### src/rtl/adder_tree_pkg.sv
// Shared types and sizes for the adder tree and its operand loader.
package adder_tree_pkg;

  localparam int unsigned ADDER_WIDTH  = 8;
  localparam int unsigned NUM_OPERANDS = 8;
  localparam int unsigned IDX_W        = $clog2(NUM_OPERANDS);
  localparam int unsigned FRAME_W      = NUM_OPERANDS * ADDER_WIDTH;

  typedef logic [ADDER_WIDTH-1:0] operand_t;
  typedef operand_t               frame_t [NUM_OPERANDS];
  typedef logic [IDX_W-1:0]       idx_t;
  typedef logic [IDX_W:0]         len_t;

  // Flatten a frame so slot k lands at bits [k*ADDER_WIDTH +: ADDER_WIDTH].
  function automatic logic [FRAME_W-1:0] pack_frame(input frame_t f);
    logic [FRAME_W-1:0] w;
    w = '0;
    for (int k = 0; k < NUM_OPERANDS; k++) begin
      w[k*ADDER_WIDTH +: ADDER_WIDTH] = f[k];
    end
    return w;
  endfunction

endpackage

### src/rtl/adder_tree_operand_loader_if.sv
// Operand stream in, parallel frame stream out.
interface adder_tree_operand_loader_if;
  import adder_tree_pkg::*;

  operand_t           in_data;
  logic               in_valid;
  logic               in_last;
  logic               in_ready;
  logic [FRAME_W-1:0] frame_data;
  len_t               frame_len;
  logic               frame_valid;
  logic               frame_ready;

  // Producer of operands and consumer of frames.
  modport master (
    output in_data, in_valid, in_last, frame_ready,
    input  in_ready, frame_data, frame_len, frame_valid
  );

  // The loader itself.
  modport slave (
    input  in_data, in_valid, in_last, frame_ready,
    output in_ready, frame_data, frame_len, frame_valid
  );

endinterface

### src/rtl/adder_tree_operand_bank.sv
// NUM_OPERANDS x ADDER_WIDTH register array: whole-array load, clear, single-slot write.
module adder_tree_operand_bank
  import adder_tree_pkg::*;
(
  input  logic     clk,
  input  logic     rst,
  input  logic     clear_i,
  input  logic     wr_en_i,
  input  idx_t     wr_idx_i,
  input  operand_t wr_data_i,
  input  logic     load_en_i,
  input  frame_t   load_data_i,
  output frame_t   data_o
);

  frame_t mem_q;

  // Load wins over clear, clear wins over a slot write.
  always_ff @(posedge clk or posedge rst) begin
    if (rst) begin
      for (int k = 0; k < NUM_OPERANDS; k++) mem_q[k] <= '0;
    end else if (load_en_i) begin
      mem_q <= load_data_i;
    end else if (clear_i) begin
      for (int k = 0; k < NUM_OPERANDS; k++) mem_q[k] <= '0;
    end else if (wr_en_i) begin
      mem_q[wr_idx_i] <= wr_data_i;
    end
  end

  assign data_o = mem_q;

endmodule

### src/rtl/adder_tree_operand_loader.sv
// Assembles a stream of operands into zero-padded, double-buffered frames for the adder tree.
module adder_tree_operand_loader
  import adder_tree_pkg::*;
(
  input  logic                        clk,
  input  logic                        rst,
  adder_tree_operand_loader_if.slave  bus
);

  localparam idx_t LastIdx = idx_t'(NUM_OPERANDS - 1);

  idx_t fill_idx_q, fill_idx_d;
  len_t fill_len_q, fill_len_d;
  logic fill_done_q, fill_done_d;
  logic out_valid_q, out_valid_d;
  len_t frame_len_q, frame_len_d;

  frame_t fill_buf;
  frame_t out_buf;
  frame_t zero_frame;

  logic accept;
  logic transfer;

  // in_ready depends on registered state only, so accept and transfer are mutually exclusive.
  assign accept   = bus.in_valid & ~fill_done_q;
  assign transfer = fill_done_q & (~out_valid_q | bus.frame_ready);

  assign zero_frame = '{default: '0};

  // Fill side: written slot by slot, cleared as its contents move to the output side.
  adder_tree_operand_bank u_fill_bank (
    .clk         (clk),
    .rst         (rst),
    .clear_i     (transfer),
    .wr_en_i     (accept),
    .wr_idx_i    (fill_idx_q),
    .wr_data_i   (bus.in_data),
    .load_en_i   (1'b0),
    .load_data_i (zero_frame),
    .data_o      (fill_buf)
  );

  // Output side: loaded whole, held stable while downstream stalls.
  adder_tree_operand_bank u_out_bank (
    .clk         (clk),
    .rst         (rst),
    .clear_i     (1'b0),
    .wr_en_i     (1'b0),
    .wr_idx_i    ('0),
    .wr_data_i   ('0),
    .load_en_i   (transfer),
    .load_data_i (fill_buf),
    .data_o      (out_buf)
  );

  // Next-state for fill index/length and the two buffer-full flags.
  always_comb begin
    fill_idx_d  = fill_idx_q;
    fill_len_d  = fill_len_q;
    fill_done_d = fill_done_q;
    out_valid_d = out_valid_q;
    frame_len_d = frame_len_q;

    if (accept) begin
      if (fill_idx_q == LastIdx || bus.in_last) begin
        fill_done_d = 1'b1;
        fill_len_d  = len_t'(fill_idx_q) + len_t'(1);
      end else begin
        fill_idx_d = fill_idx_q + idx_t'(1);
      end
    end

    if (transfer) begin
      frame_len_d = fill_len_q;
      out_valid_d = 1'b1;
      fill_done_d = 1'b0;
      fill_idx_d  = '0;
    end else if (out_valid_q && bus.frame_ready) begin
      out_valid_d = 1'b0;
    end
  end

  // Control state registers.
  always_ff @(posedge clk or posedge rst) begin
    if (rst) begin
      fill_idx_q  <= '0;
      fill_len_q  <= '0;
      fill_done_q <= 1'b0;
      out_valid_q <= 1'b0;
      frame_len_q <= '0;
    end else begin
      fill_idx_q  <= fill_idx_d;
      fill_len_q  <= fill_len_d;
      fill_done_q <= fill_done_d;
      out_valid_q <= out_valid_d;
      frame_len_q <= frame_len_d;
    end
  end

  assign bus.in_ready    = ~fill_done_q;
  assign bus.frame_valid = out_valid_q;
  assign bus.frame_len   = frame_len_q;
  assign bus.frame_data  = pack_frame(out_buf);

endmodule

### src/flat_wrapper.sv
// flat-port wrapper written by rule: the top's interface ports become plain ports
module adder_tree_operand_loader_flat import adder_tree_pkg::*;
  (clk, rst, bus_in_data, bus_in_valid, bus_in_last, bus_frame_ready, bus_in_ready, bus_frame_data, bus_frame_len, bus_frame_valid);
  adder_tree_operand_loader_if bus_i ();
  input  logic clk;
  input  logic rst;
  input wire logic [$bits(bus_i.in_data)-1:0] bus_in_data;
  input wire logic [$bits(bus_i.in_valid)-1:0] bus_in_valid;
  input wire logic [$bits(bus_i.in_last)-1:0] bus_in_last;
  input wire logic [$bits(bus_i.frame_ready)-1:0] bus_frame_ready;
  output wire logic [$bits(bus_i.in_ready)-1:0] bus_in_ready;
  output wire logic [$bits(bus_i.frame_data)-1:0] bus_frame_data;
  output wire logic [$bits(bus_i.frame_len)-1:0] bus_frame_len;
  output wire logic [$bits(bus_i.frame_valid)-1:0] bus_frame_valid;
  assign bus_i.in_data = bus_in_data;
  assign bus_i.in_valid = bus_in_valid;
  assign bus_i.in_last = bus_in_last;
  assign bus_i.frame_ready = bus_frame_ready;
  assign bus_in_ready = bus_i.in_ready;
  assign bus_frame_data = bus_i.frame_data;
  assign bus_frame_len = bus_i.frame_len;
  assign bus_frame_valid = bus_i.frame_valid;
  adder_tree_operand_loader u_core (.clk(clk), .rst(rst), .bus(bus_i));
endmodule
### config.mk
export PLATFORM = sky130hd
export DESIGN_NAME = adder_tree_operand_loader_flat
export DESIGN_NICKNAME = d
export VERILOG_FILES = /design/src/rtl/adder_tree_pkg.sv /design/src/rtl/adder_tree_operand_loader_if.sv /design/src/rtl/adder_tree_operand_bank.sv /design/src/rtl/adder_tree_operand_loader.sv /design/src/flat_wrapper.sv
export SDC_FILE = /design/constraint.sdc
export NUM_CORES = 1
export LEC_CHECK = 0
export ABC_AREA = 1
export CELL_PAD_IN_SITES_DETAIL_PLACEMENT = 1
export CELL_PAD_IN_SITES_GLOBAL_PLACEMENT = 2
export CORE_MARGIN = 2
export CORE_UTILIZATION = 30
export CTS_CLUSTER_DIAMETER = 100
export DETAILED_ROUTE_END_ITERATION = 8
export PLACE_DENSITY = 0.8
export SYNTH_ARGS = -nofsm -noshare
export SYNTH_HDL_FRONTEND = slang
export SYNTH_SLANG_ARGS = --single-unit
export TNS_END_PERCENT = 5
### constraint.sdc
create_clock -name clk -period 6.1 [get_ports clk]
set_clock_uncertainty 0.05 [all_clocks]
set_input_delay 1.22 -clock clk [delete_from_list [all_inputs] [get_ports clk]]
set_output_delay 1.22 -clock clk [all_outputs]
set_load 0.02 [all_outputs]
==> results of run 1 <==
## cell type report
type / instances / area [sq um]
clock buffer: 23 / 498
clock inverter: 9 / 155
fill: 2086 / 10800
inverter: 25 / 98.8
multi-input combinational: 452 / 1860
sequential: 141 / 3530
tap: 229 / 287
timing repair buffer: 85 / 843
## layer usage
metal / wire [um] / share of wire (%) / GRT usage (%)
met5: 0 / 0 / 0
met4: 210 / 1.4 / 5.26
met3: 479 / 3.2 / 3.28
met2: 6840 / 46 / 24.6
met1: 7390 / 50 / 22.5
## layout by cell type (no fill, tap or decap)
cell type and count:
a21oi_4 1, a21oi_1 2, inv_6 2, dfrtp_1 141, nand2_2 1, nor2_2 5
inv_2 3, nand3_1 70, bufinv_16 4, clkinvlp_4 1, nor2_4 1, clkdlybuf4s50_1 82
o21ai_0 9, clkinv_2 2, buf_4 3, clkbuf_1 1, clkbuf_8 5, nand2_1 344
nor2_1 16, nand2_4 1, clkbuf_16 17, inv_1 21, ha_1 2, clkinv_4 1
## logic make-up after synthesis
| group | after synthesis | synth area share (%) |
|---|---|---|
| buffers and inverters | 48 | 3.64 |
| adder cells (fa/ha/maj) | 2 | 0.449 |
| flip-flops | 141 | 63.3 |
| AND/OR/NAND/NOR | 438 | 31.5 |
| AO/OA/AOI/OAI | 12 | 1.14 |
## worst paths after layout
check,to,slack (ns),depth (start not counted)
max,u_core.u_fill_bank.data_o[58],2.99,7
min,u_core.u_out_bank.data_o[25],0.43,2
max reg2reg,u_core.u_fill_bank.data_o[41],3.76,6
min reg2reg,u_core.u_out_bank.data_o[25],0.43,2
max in group asynchronous,u_core.u_fill_bank.data_o[43],3.49,3
min in group asynchronous,u_core.u_out_bank.data_o[42],1.30,2
## synth_stat cells (all sizes together)
master,instances,area share (%)
nor2,22,1.8
clkbuf,9,0.61
a21oi,3,0.34
inv,25,1.7
buf,14,1.3
ha,2,0.45
nand3,70,6.3
o21ai,9,0.81
dfrtp,141,63
nand2,346,23
## metrics by stage
stage                     instances  area (sq um)
final                           964          7270
after global routing            964          7270
after CTS                       964          7270
after detailed placement        932          6620
after global placement          932          6620
after floorplan                 641          5570
## power groups by stage
stage | clock [W] | combinational (W) | sequential, W
finish | 0.00114 | 0.00102 | 0.00132
global route | 0.00120 | 0.00113 | 0.00135
CTS | 0.00116 | 0.00104 | 0.00133
detailed placement | 0 | 0.00104 | 0.00134
global placement | 0 | 0.00101 | 0.00133
floorplan | 0 | 0.000489 | 0.00143
## flip-flops by register name, indices dropped and copies added, names as in the netlist
signal	count
u_core.fill_idx_q	3
u_core.u_fill_bank.data_o	64
u_core.fill_len_q	4
u_core.bus.frame_valid	1
u_core.fill_done_q	1
u_core.bus.frame_len	4
u_core.u_out_bank.data_o	64
## critical path, cell delays in order
cell and delay, ns:
clkdlybuf4s50_1 0.39, inv_1 0.11, nand2_1 0.13, nand2_4 0.57, buf_4 0.66, nand3_1 0.16, nand2_1 0.09
==> results.ini, run 1 <==
[drt]
vias = 4473
drc = 0
route.detailed.wl_per_inst_um = 15.5
drt-initial-drc-count = 249
dr.pass1.iters = 4
wirelength_mm = 14.9
postRouteAntennaNets = 0
vias_per_cell = 4.64

[setup_path]
worst_ep_arrival_time_ns = 3.42
r2r_start = u_core.fill_done_q
critPathMaxFanout = 74
critical_path_class = in2reg
end_kind = flop
cp.required_ns = 6.40
crit_start = bus_frame_ready
critPathLaunchType = input port

[cts]
postCtsResizedCells = 0
clk-insertion-delay-late_ns = 0.42
cts_buffers = 17
clock_path_buffers = 2
clkSinkCount = 141
cts_htree_levels = 4
cts-root-buf = clkbuf_16
cts_tree = yes
cts_hold_buf = 0
cts_setup_buffers = 0
clk_pin_slew_ns = 0.06

[cells_and_area]
antenna-diode-count = 0
final_util_pct = 40.2
drive_gt1_share_pct = 6.39
area_growth_pct = 30.4
nets = 737

[power]
sequentialPowerShare_pct = 38.0
power.total_w = 0.00348
p_int_w = 0.00226
p_leak_nw = 3.86
p_switching_w = 0.00122
netSwitchingFraction_pct = 35.0
p_clk_share_pct = 32.7
comb_power_share_pct = 29.3
ir_drop_v = 0.000284
power.density_nw_per_um2 = 479

[grt]
first_global_vias = 4780
grt_pass1_wl_mm = 24.9
grt_max_degree = 98
antenna_found_initial = 0
grt-ovfl-total = 0
grtUsageTotal_pct = 15.9

[timing]
fin_ws_ns = 2.99
fin_crit_ns = 3.11
fmax_mhz = 321
tightestPinTransition_ns = 1.12
hold_viol_final = 0
setup_violations = 0
period_share_pct = 51.0
hold_slack_ns = 0.425
setup_tns_ns = 0
rsz0062_at_grt = no
slew_violations = 0
relSlewSlack_pct = 25.0

[die]
io-pin-count = 83
fp-row-count = 49
die_w_um = 140
initial_core_util_pct = 30.8
core_sq_um = 18100
chipHeight_um = 140
die-area_sq_um = 19700

[placement]
portBuffers = 82
pre_cts_slack_ns = 2.56
hpwl_mm = 9.58
gp_congestion = 0.734

[logic_synthesis]
syn-num-nets = 656
synth.avg_cell_area_sq_um = 8.70
synth-seq-cells = 141
synth_area_sq_um = 5570
syn_inst = 641
synth_cell_types = 16
synth_warnings = 0
ys_seq_area_share_pct = 63.3

[run]
drv_cap = 0

[run_status]
status = finished, final reports clean

[hold_path]
min_from = u_core.u_fill_bank.data_o[25]
hold_path_class = reg2reg

Note: power is estimated with default switching activity, not from simulation.
==> run 2, diff against run 1 <==
- CORE_UTILIZATION: 30 -> 29
- PLACE_DENSITY: 0.8 -> 0.81
- clock period: 6.1 -> 2.75 ns (I/O delays scaled with it)
==> results.ini, run 2 (synthesis results as in run 1) <==
[grt]
first_global_vias = 4875  ; +2.0%
grt_pass1_wl_mm = 25.6  ; +3.1%
grtUsageTotal_pct = 16.1  ; +0.19 points
grt-ovfl-total = 0  ; unchanged
antenna_found_initial = 0  ; unchanged
grt_max_degree = 95  ; -3.1%

[timing]
rsz0062_at_grt = no
setup_violations = 0  ; unchanged
hold_viol_final = 0  ; unchanged
fin_crit_ns = 2.24
relSlewSlack_pct = 35.6  ; +11 points
slew_violations = 0  ; unchanged
fmax_mhz = 446
period_share_pct = 81.5
setup_tns_ns = 0  ; unchanged
tightestPinTransition_ns = 0.963  ; -0.158 ns

[power]
p_leak_nw = 3.86  ; about the same
ir_drop_v = 0.000527  ; +85%
power.density_nw_per_um2 = 1030  ; +120%

[drt]
drt-initial-drc-count = 235  ; -5.6%
wirelength_mm = 15.1  ; +1.0%
vias_per_cell = 4.62  ; -0.47%
vias = 4503  ; +0.67%
route.detailed.wl_per_inst_um = 15.5  ; -0.13%
dr.pass1.iters = 4  ; unchanged
postRouteAntennaNets = 0  ; unchanged
drc = 0  ; unchanged

[placement]
dpl.cell_count = 944  ; +1.3%
hpwl_mm = 10.0  ; +4.9%
gp_congestion = 0.839  ; +14%
portBuffers = 82  ; unchanged
post_dp_cell_area_sq_um = 6700  ; +1.2%

[die]
die_w_um = 143  ; +1.7%
chipHeight_um = 143  ; +1.7%
io-pin-count = 83  ; unchanged
fp-row-count = 50  ; +2.0%
core_sq_um = 18800  ; +3.8%
initial_core_util_pct = 29.7  ; -1.1 points
die-area_sq_um = 20300  ; +3.3%

[cts]
cts-root-buf = clkbuf_16
clock_path_buffers = 2  ; unchanged
cts_hold_buf = 0  ; unchanged
postCtsResizedCells = 0  ; unchanged
cts_htree_levels = 4  ; unchanged
clk-insertion-delay-late_ns = 0.42  ; about the same
cts_setup_buffers = 0  ; unchanged
clk_pin_slew_ns = 0.06  ; about the same
cts_tree = yes
clkSinkCount = 141  ; unchanged
cts_buffers = 17  ; unchanged

[setup_path]
crit_start = u_core.fill_done_q
cp.required_ns = 2.15  ; -4.25 ns
worst_ep_arrival_time_ns = 1.64  ; -1.78 ns
critPathMaxFanout = 5  ; -93%
critical_path_class = reg2out
end_kind = output port
r2r_start = u_core.fill_done_q
r2r_cells = 5  ; -1
critPathLaunchType = flop

[cells_and_area]
drive_gt1_share_pct = 7.15  ; +0.76 points
final_common_cell = nand2_1
nets = 744  ; +0.95%
final_cells = 975  ; +1.1%
final_cell_mix = nand2_1, dfrtp_1, clkdlybuf4s50_1
stdcell_area_sq_um = 7280  ; +0.19%
antenna-diode-count = 0  ; unchanged
area_growth_pct = 30.6

[run]
drv_cap = 0  ; unchanged

[hold_path]
hold_path_class = in2async

[run_status]
status = finished, final reports clean

run 2: cell types whose count changed in the layout (fill, tap and decap cells not counted):
cell and delta:
buf_4 +5, clkinvlp_4 +4, buf_12 +2, bufinv_16 -2
clkbuf_8 -2, clkinv_2 +1, clkinv_4 -1, inv_6 -1
run 2: final cells by class:
type | instances | area (sq um)
Timing Repair Buffer | 92 | 921
Clock inverter | 10 | 114
Inverter | 25 | 97.6
Sequential cell | 141 | 3530
Fill cell | 2192 | 11500
Tap cell | 234 | 293
Multi-Input combinational cell | 452 | 1860
Clock buffer | 21 | 470
run 2: per-stage QoR:
| step | utilization (%) | hold WS (ns) | setup slack [ns] | total power (W) |
|---|---|---|---|---|
| detailed placement | 35.7 | 0.413 | 0.323 | 0.00533 |
| global route | 38.8 | 0.344 | 0.451 | 0.00800 |
| finish | 38.8 | 0.336 | 0.509 | 0.00753 |
| CTS | 38.8 | 0.329 | 0.479 | 0.00764 |
| global placement | 35.7 | 0.412 | 0.398 | 0.00525 |
| floorplan | - | 0.392 | 0.387 | 0.00427 |
run 2: worst max-delay path, cell delays in order (launching register included):
cell and delay, ns:
dfrtp_1 0.45, inv_2 0.15, clkdlybuf4s50_1 0.62
run 2: metal layers:
layer / GRT usage, % / share of wire, %
met1: 22.1 / 49
met3: 3.76 / 3.9
met5: 0 / 0
met2: 25.5 / 46
met4: 5.11 / 1.2
run 2: final timing paths:
check                      slack (ns)                       endpoint
min in group clk                 0.42   u_core.u_out_bank.data_o[39]
max in group asynchronous        1.57  u_core.u_fill_bank.data_o[16]
setup reg to reg                 0.92  u_core.u_fill_bank.data_o[27]
setup / recovery                 0.51                   bus_in_ready
hold / removal                   0.34   u_core.u_out_bank.data_o[40]
hold reg to reg                  0.42   u_core.u_out_bank.data_o[39]
run 2: report_power, final:
group | internal [W] | total, W | switching, W
clock | 0.00140 | 0.00227 | 0.000874
combinational | 0.000846 | 0.00232 | 0.00148
sequential | 0.00259 | 0.00293 | 0.000345
total | 0.00483 | 0.00753 | 0.00270
